File: config.mk
export PLATFORM = sky130hd
export DESIGN_NAME = multi_ctrl_seq
export DESIGN_NICKNAME = d
export VERILOG_FILES = /design/src/rtl/mips_ctrl_pkg.sv /design/src/rtl/op_legal_chk.sv /design/src/rtl/multi_ctrl_seq.sv
export SDC_FILE = /design/constraint.sdc
export NUM_CORES = 1
export LEC_CHECK = 0
export ABC_CLOCK_PERIOD_IN_PS = 3750
export CORE_UTILIZATION = 45
export DETAILED_ROUTE_END_ITERATION = 6
export HOLD_SLACK_MARGIN = 0.06
export PLACE_DENSITY = 0.86
export SYNTH_ARGS = -nofsm -noshare
export SYNTH_HDL_FRONTEND = slang
export SYNTH_SLANG_ARGS = --single-unit
File: constraint.sdc
create_clock -name clk -period 3.75 [get_ports clk]
set_input_delay 0.75 -clock clk [delete_from_list [all_inputs] [get_ports clk]]
set_output_delay 0.75 -clock clk [all_outputs]
set_load 0.01 [all_outputs]
File: src/rtl/mips_ctrl_pkg.sv
// rtl/mips_ctrl_pkg.sv - step numbers and supported opcodes of the multicycle MIPS control path
// Contents: S_FETCH/S_DECODE/S_MAX step constants, OP_* opcode constants.
package mips_ctrl_pkg;

    localparam logic [2:0] S_FETCH  = 3'd0;
    localparam logic [2:0] S_DECODE = 3'd1;
    localparam logic [2:0] S_MAX    = 3'd4;

    localparam logic [5:0] OP_RTYPE = 6'b000000;
    localparam logic [5:0] OP_ADDI  = 6'b001000;
    localparam logic [5:0] OP_LW    = 6'b100011;
    localparam logic [5:0] OP_SW    = 6'b101011;
    localparam logic [5:0] OP_BEQ   = 6'b000100;
    localparam logic [5:0] OP_J     = 6'b000010;

endpackage

File: src/rtl/op_legal_chk.sv
// rtl/op_legal_chk.sv - combinational check that an opcode is one the core implements
// Ports: op (6-bit opcode in), legal (1 when op is a supported opcode).
module op_legal_chk
    import mips_ctrl_pkg::*;
(
    input  logic [5:0] op,
    output logic       legal
);

    always_comb begin
        legal = 1'b0;
        case (op)
            OP_RTYPE, OP_ADDI, OP_LW, OP_SW, OP_BEQ, OP_J: legal = 1'b1;
            default:                                       legal = 1'b0;
        endcase
    end

endmodule

File: src/rtl/multi_ctrl_seq.sv
// rtl/multi_ctrl_seq.sv - step counter, instruction register and PC-enable sequencer ahead of the main decoder
// Ports: clk, rst_n (async, active-low), en, mem_ready, instr_in;
//        decoder feedback next_ins, IRWrite, PCWrite, Branch, IorD; ALU zero;
//        outputs state, Op, Funct, instr, pc_en, instr_count, illegal, overrun, halted.
module multi_ctrl_seq
    import mips_ctrl_pkg::*;
#(
    parameter int unsigned   MAX_STATE = 4,
    parameter int unsigned   CNT_W     = 16,
    parameter logic [31:0]   INSTR_RST = 32'h0000_0000
) (
    input  logic             clk,
    input  logic             rst_n,
    input  logic             en,
    input  logic             mem_ready,
    input  logic [31:0]      instr_in,
    input  logic             next_ins,
    input  logic             IRWrite,
    input  logic             PCWrite,
    input  logic             Branch,
    input  logic             IorD,
    input  logic             zero,
    output logic [2:0]       state,
    output logic [5:0]       Op,
    output logic [5:0]       Funct,
    output logic [31:0]      instr,
    output logic             pc_en,
    output logic [CNT_W-1:0] instr_count,
    output logic             illegal,
    output logic             overrun,
    output logic             halted
);

    localparam logic [2:0]       MAX_STEP = MAX_STATE[2:0];
    localparam logic [CNT_W-1:0] CNT_ONE  = {{(CNT_W-1){1'b0}}, 1'b1};

    logic             mem_access;
    logic             stall;
    logic             advance;
    logic             op_ok;

    logic [2:0]       state_nxt;
    logic [31:0]      instr_nxt;
    logic [CNT_W-1:0] count_nxt;
    logic             illegal_nxt;
    logic             overrun_nxt;
    logic             halted_nxt;

    // Fetch always touches memory; later steps only when the decoder selects data memory.
    assign mem_access = (state == S_FETCH) | IorD;
    assign stall      = mem_access & ~mem_ready;
    assign advance    = en & ~stall & ~halted;

    assign pc_en = advance & (PCWrite | (Branch & zero));
    assign Op    = instr[31:26];
    assign Funct = instr[5:0];

    op_legal_chk u_op_legal_chk (
        .op    (instr[31:26]),
        .legal (op_ok)
    );

    always_comb begin
        state_nxt   = state;
        instr_nxt   = instr;
        count_nxt   = instr_count;
        illegal_nxt = illegal;
        overrun_nxt = overrun;
        halted_nxt  = halted;

        if (halted) begin
            state_nxt = S_FETCH;
        end else if (advance) begin
            if (IRWrite && (state == S_FETCH)) begin
                instr_nxt = instr_in;
            end
            // An unsupported opcode halts the core even if the decoder claims the
            // instruction is finished; such an instruction is never counted.
            if ((state == S_DECODE) && !op_ok) begin
                illegal_nxt = 1'b1;
                halted_nxt  = 1'b1;
                state_nxt   = S_FETCH;
            end else if (next_ins) begin
                state_nxt = S_FETCH;
                count_nxt = instr_count + CNT_ONE;
            end else if (state == MAX_STEP) begin
                state_nxt   = S_FETCH;
                overrun_nxt = 1'b1;
            end else begin
                state_nxt = state + 3'd1;
            end
        end
    end

    always_ff @(posedge clk or negedge rst_n) begin
        if (!rst_n) begin
            state       <= S_FETCH;
            instr       <= INSTR_RST;
            instr_count <= '0;
            illegal     <= 1'b0;
            overrun     <= 1'b0;
            halted      <= 1'b0;
        end else begin
            state       <= state_nxt;
            instr       <= instr_nxt;
            instr_count <= count_nxt;
            illegal     <= illegal_nxt;
            overrun     <= overrun_nxt;
            halted      <= halted_nxt;
        end
    end

endmodule
* Word level (Yosys, flattened, before mapping)
Cells that the tools add are included.
** Operators by class
- Shift-type cells :: 0
- Equality and inequality tests :: 7
- Magnitude comparators :: 0
- Multiplexer cells :: 9
- Div/mod/pow operators :: 0
- Reduce and logical (&&, ||, !) cells :: 11
- Add/sub/neg operators :: 2
- Bitwise logic cells :: 12
- Multiply operators :: 0
** Operators by type and width (count)
- 16-bit by 1-bit adder with 16-bit output (second input constant) :: 1
- 3-bit 2-to-1 mux :: 5
- 6-bit == test (second input constant) :: 2
- 6-bit by 2-bit == test with 1-bit output (second input constant) :: 1
- 6-bit by 3-bit == test with 1-bit output (second input constant) :: 1
- 6-bit by 4-bit == test with 1-bit output (second input constant) :: 1
- 6-bit logical NOT :: 1
- 3-bit AND reduction :: 2
- 6-bit OR reduction :: 1
- 1-bit AND :: 5
- 1-bit NOT :: 5
- 5-bit AND reduction :: 1
- 1-bit 2-to-1 mux :: 4
- 4-bit AND reduction :: 1
- 3-bit by 1-bit adder with 3-bit output (second input constant) :: 1
- 3-bit by 1-bit == test with 1-bit output (second input constant) :: 1
- 3-bit == test (second input constant) :: 1
- 3-bit logical NOT :: 1
- 1-bit logical AND :: 2
- 1-bit bitwise OR :: 2
- 2-bit nonzero test :: 1
- 1-bit logical NOT :: 1
** Word-level totals
- Output and inout bits :: 67
- Logic and storage cells :: 47
- Bits in latches :: 0
- RAM bits :: 0
- Bits of input ports :: 42
- Register bits :: 54
- Memories :: 0
- ROM bits :: 0

* Longest topological paths before layout
- Word-level depth :: 8
- Depth in mapped cells :: 8

* Cells and area by module
A second synthesis with hierarchy kept.
** Second synthesis, totals
- Cell total of the unflattened synthesis :: 188
- Area, all modules :: 2586.2 µm²
** Modules (own cells, without submodules)
- multi_ctrl_seq :: seq. area each 1351.3 µm², instances 1, area an instance 2552.4 µm², cells each 184
- op_legal_chk :: seq. area each 0.0 µm², instances 1, area an instance 33.8 µm², cells each 4

* Worst setup path before layout
Ideal clock, no wire load.
- Path kind :: input-to-output
- Start :: input port en
- End :: output port pc_en
- Stages :: 3
- Data required time :: 3.000 ns
- Buffers on the path :: 0
- Arrival time :: 1.444 ns
- Path slack :: 1.556 ns
- Path through :: and2_1 > a31oi_1 > nor3_1
** Between the ends
- Cells in the longest elaborated chain, start to end :: 3
** Ends and longest elaborated chain
- from (decl) :: line multi_ctrl_seq.sv:14 : input logic en,
- 1-bit AND (2 in series) :: line multi_ctrl_seq.sv:52 : assign advance = en & ~stall & ~halted;
- 1-bit AND :: line multi_ctrl_seq.sv:54 : assign pc_en = advance & (PCWrite | (Branch & zero));
- to (decl) :: line multi_ctrl_seq.sv:27 : output logic pc_en,
No other way between the ends.

* Final worst setup path
Same ends and word-level chain as after synthesis.

==> run_summary.xml <==
<?xml version="1.0" encoding="UTF-8"?>
<metrics>
  <group name="outcome">
    <metric name="run_status" unit="">finished, final reports clean</metric>
  </group>
  <group name="die">
    <metric name="floorplan.initialDensity" unit="%">47.1</metric>
    <metric name="core" unit="mm2">0.00517</metric>
    <metric name="fp.dieArea" unit="mm2">0.00571</metric>
    <metric name="die_width" unit="um">75.6</metric>
    <metric name="num_rows" unit="">26</metric>
    <metric name="ios" unit="">109</metric>
    <metric name="die_h" unit="um">75.6</metric>
  </group>
  <group name="pwr">
    <metric name="seq_power_share" unit="%">39.9</metric>
    <metric name="share_clk_of_total_power" unit="%">15.1</metric>
    <metric name="internal_power" unit="W">0.00174</metric>
    <metric name="switchingPower" unit="W">0.000779</metric>
    <metric name="share_comb_of_total_power" unit="%">45.0</metric>
    <metric name="max-vdd-ir-drop" unit="mV">0.342</metric>
    <metric name="power.density_cell_area" unit="mW/mm2">693</metric>
    <metric name="total_leakage_power" unit="nW">1.50</metric>
    <metric name="power_switching_share" unit="%">31.0</metric>
  </group>
  <group name="clock_network">
    <metric name="cts_htree_levels" unit="">2</metric>
    <metric name="post_cts.resized_instances" unit="">0</metric>
    <metric name="clkTransAtPathRegs" unit="ps">80</metric>
    <metric name="cts_inserted_buffers" unit="">5</metric>
    <metric name="max-clock-path-buffers" unit="">2</metric>
    <metric name="insertion_delay" unit="ps">290</metric>
    <metric name="cts.sink_count" unit="">54</metric>
    <metric name="ctsHoldBuffers" unit="">0</metric>
    <metric name="tritoncts" unit="">done</metric>
    <metric name="post-cts-setup-buffers" unit="">0</metric>
    <metric name="ctsRootBufferMaster" unit="">sky130_fd_sc_hd__clkbuf_8</metric>
  </group>
  <group name="worst_setup_path">
    <metric name="crit_arrival" unit="ps">2460</metric>
    <metric name="worst_ep_required_time" unit="ps">3000</metric>
    <metric name="critPathMaxStageDelay" unit="ps">510</metric>
    <metric name="cpMostUsedCell" unit="">sky130_fd_sc_hd__clkdlybuf4s50_1</metric>
    <metric name="crit_family" unit="">buffers and inverters</metric>
    <metric name="cp_cell_sequence" unit="">clkdlybuf4s50_1 &gt; and2_1 &gt; a31oi_1 &gt; nor3_1 &gt; clkdlybuf4s50_1</metric>
    <metric name="cp-end-kind" unit="">output pin</metric>
    <metric name="worstPathMaxFanout" unit="">5</metric>
    <metric name="cp_buf_inv_count" unit="">2</metric>
    <metric name="regToRegSetupSlack" unit="ps">1610</metric>
    <metric name="critical_path.slowest_cell" unit="">sky130_fd_sc_hd__clkdlybuf4s50_1</metric>
    <metric name="timing.setup.critical_path_class" unit="">in -&gt; out</metric>
    <metric name="startpoint_type" unit="">input port</metric>
  </group>
  <group name="logic_synthesis">
    <metric name="yosysMostFrequentCell" unit="">sky130_fd_sc_hd__dfrtp_1</metric>
    <metric name="postSynthRegisterBits" unit="">54</metric>
    <metric name="synth.distinct_cells" unit="">32</metric>
    <metric name="syn_nets" unit="">230</metric>
    <metric name="ys.flop_type" unit="">sky130_fd_sc_hd__dfrtp_1</metric>
    <metric name="async_flop_share" unit="%">100</metric>
    <metric name="postSynthCellCount" unit="">184</metric>
    <metric name="synth.yosys.warnings" unit="">0</metric>
    <metric name="ys_seq_area_share" unit="%">55.5</metric>
    <metric name="netlist_area" unit="mm2">0.00244</metric>
    <metric name="syn_avg_cell_area" unit="um2">13.2</metric>
    <metric name="yosys.area.top_type_share" unit="%">55.5</metric>
    <metric name="yosysTopAreaCell" unit="">sky130_fd_sc_hd__dfrtp_1</metric>
    <metric name="synth.top_cells.by_area" unit="">sky130_fd_sc_hd__dfrtp_1, sky130_fd_sc_hd__mux2_2, sky130_fd_sc_hd__xnor2_1</metric>
    <metric name="count_of_flip_flops_with_a_built_in_enable_after_synthesis" unit="">0</metric>
    <metric name="synth_common_cells" unit="">sky130_fd_sc_hd__dfrtp_1, sky130_fd_sc_hd__mux2_2, sky130_fd_sc_hd__xnor2_1</metric>
  </group>
  <group name="drt">
    <metric name="detailed_router_iteration_count_before_antenna_repair" unit="">4</metric>
    <metric name="via_count" unit="">1765</metric>
    <metric name="via_per_inst" unit="">4.97</metric>
    <metric name="wirelength" unit="mm">4.86</metric>
    <metric name="dr.first_iter.drc_count" unit="">51</metric>
    <metric name="routedWlPerCell" unit="um">13.7</metric>
    <metric name="route.antenna.remaining_nets" unit="">0</metric>
    <metric name="post-route-drc-count" unit="">0</metric>
  </group>
  <group name="sta">
    <metric name="timing_hold_violations_final" unit="">0</metric>
    <metric name="fin_skew" unit="ps">6.94</metric>
    <metric name="worst_slew_margin_rel" unit="%">37.5</metric>
    <metric name="maxSlewViolCount" unit="">0</metric>
    <metric name="fin_worst_hold_slack" unit="ps">474</metric>
    <metric name="post-route-period-util" unit="%">85.6</metric>
    <metric name="setup_repair_after_global_routing_missed_its_margin" unit="">false</metric>
    <metric name="setup-violations-final" unit="">0</metric>
    <metric name="timing_worst_slew_pin_value" unit="ps">938</metric>
    <metric name="layout_setup_ws" unit="ps">541</metric>
    <metric name="tns" unit="ps">0</metric>
    <metric name="fmax" unit="MHz">312</metric>
    <metric name="shortest_period_the_worst_path_allows" unit="ps">3210</metric>
  </group>
  <group name="finish">
    <metric name="fillers" unit="">359</metric>
    <metric name="design.final.nets" unit="">331</metric>
    <metric name="final_core_utilization" unit="%">70.2</metric>
    <metric name="layout-area-overhead-vs-synth" unit="%">49.0</metric>
    <metric name="antenna-diode-count" unit="">0</metric>
    <metric name="fin_cells" unit="">355</metric>
    <metric name="layout-drive-gt1-share" unit="%">17.9</metric>
  </group>
  <group name="min_path">
    <metric name="timing.hold.worst.class" unit="">reg -&gt; reg</metric>
  </group>
  <group name="global_route">
    <metric name="gr-usage-met2" unit="%">31.0</metric>
    <metric name="grt_pass1_vias" unit="">1688</metric>
    <metric name="grt_pass1_wl" unit="mm">7.76</metric>
    <metric name="globalRouteOverflowTotal" unit="">0</metric>
    <metric name="grt_max_degree" unit="">44</metric>
    <metric name="met3_usage" unit="%">3.17</metric>
    <metric name="globalRouteTotalUtil" unit="%">17.9</metric>
    <metric name="grt_util_met1" unit="%">23.7</metric>
    <metric name="antenna_found_initial" unit="">0</metric>
    <metric name="grt-busiest-layer" unit="">met2</metric>
  </group>
  <group name="placement">
    <metric name="gp_routability_congestion" unit="">0.792</metric>
    <metric name="place.detailed.hpwl" unit="mm">3.66</metric>
    <metric name="port_buffers" unit="">108</metric>
    <metric name="placement.setup.worst_slack" unit="ps">544</metric>
    <metric name="placedCellCount" unit="">348</metric>
  </group>
  <group name="flow_run">
    <metric name="timing.max_cap.violations" unit="">0</metric>
  </group>
</metrics>
## flip-flops by register name (all words and copies together) (netlist names)
register,cells
instr,32
instr_count,16
state,3
halted,1
illegal,1
overrun,1
## logic make-up after synthesis
kind of cell               synth area share (%)
AOI/OAI and AO/OA                          5.29
xor gates and xnor gates                   5.70
adders and majority gates                  2.05
buffers and inverters                      5.85
DFF                                        55.5
muxes                                      14.8
and+or+nand+nor                            10.8
## per-layer routing
metal	share of wire, %	vias to the layer above
met5	0	-
met4	0.25	0
met3	7.6	2
met2	49	80
met1	43	851
li1	-	832
## through the flow
stage	instance area, um2	power [W]
2_1_floorplan	2440	0.00154
3_3_place_gp	3520	0.00213
3_5_place_dp	3520	0.00217
4_1_cts	3630	0.00255
5_1_grt	3630	0.00269
6_report	3630	0.00252
## cells in the final DEF (no fill, tap or decap), drive strengths merged
cell type,n
and3,5
ha,4
a2111oi,3
xor2,1
nor3,1
nand3,6
o31ai,1
nor4bb,1
o21ai,3
a21oi,2
nor2,3
inv,6
buf,4
and4,3
nor2b,2
a31o,1
nand4,6
nor4,1
and4b,1
nand2b,3
clkdlybuf4s50,107
and2,2
clkbuf,6
dfrtp,54
xnor2,14
bufinv,1
nand2,10
a31oi,2
mux2,32
## final timing paths
path / start / to / cells after the start
worst max-delay path: en / pc_en / 5
worst min-delay path: illegal / illegal / 1
worst max register to register: state[0] / instr_count[1] / 7
worst min register to register: illegal / illegal / 1
max in group asynchronous: rst_n / instr[4] / 2
min in group asynchronous: rst_n / instr[22] / 1
## power by group through the flow
stage	Clock, W	Combinational (W)	Sequential [W]
2_1_floorplan	0	0.000445	0.00109
3_3_place_gp	0	0.00113	0.00100
3_5_place_dp	0	0.00115	0.00102
4_1_cts	0.000393	0.00115	0.00101
5_1_grt	0.000417	0.00123	0.00104
6_report	0.000380	0.00113	0.00100
## cell type report
type                    instances  area (um2)  area share, %
clock inverters                 1        30.0          0.827
repair buffers                111        1100           30.3
clock buffers                   6        82.6           2.28
inverters                       6        22.5          0.620
flip-flops and latches         54        1350           37.2
well taps                      70        87.6           2.41
multi-input cells             107         957           26.4
## worst reg2reg max path: stages, from the launching register on
cell,delay [ps]
sky130_fd_sc_hd__dfrtp_1,400
sky130_fd_sc_hd__inv_1,90
sky130_fd_sc_hd__ha_1,250
sky130_fd_sc_hd__nand2b_1,160
sky130_fd_sc_hd__a31oi_1,250
sky130_fd_sc_hd__a2111oi_4,260
sky130_fd_sc_hd__buf_4,280
sky130_fd_sc_hd__mux2_2,350
No activity file was read; power rests on OpenSTA's default activity.
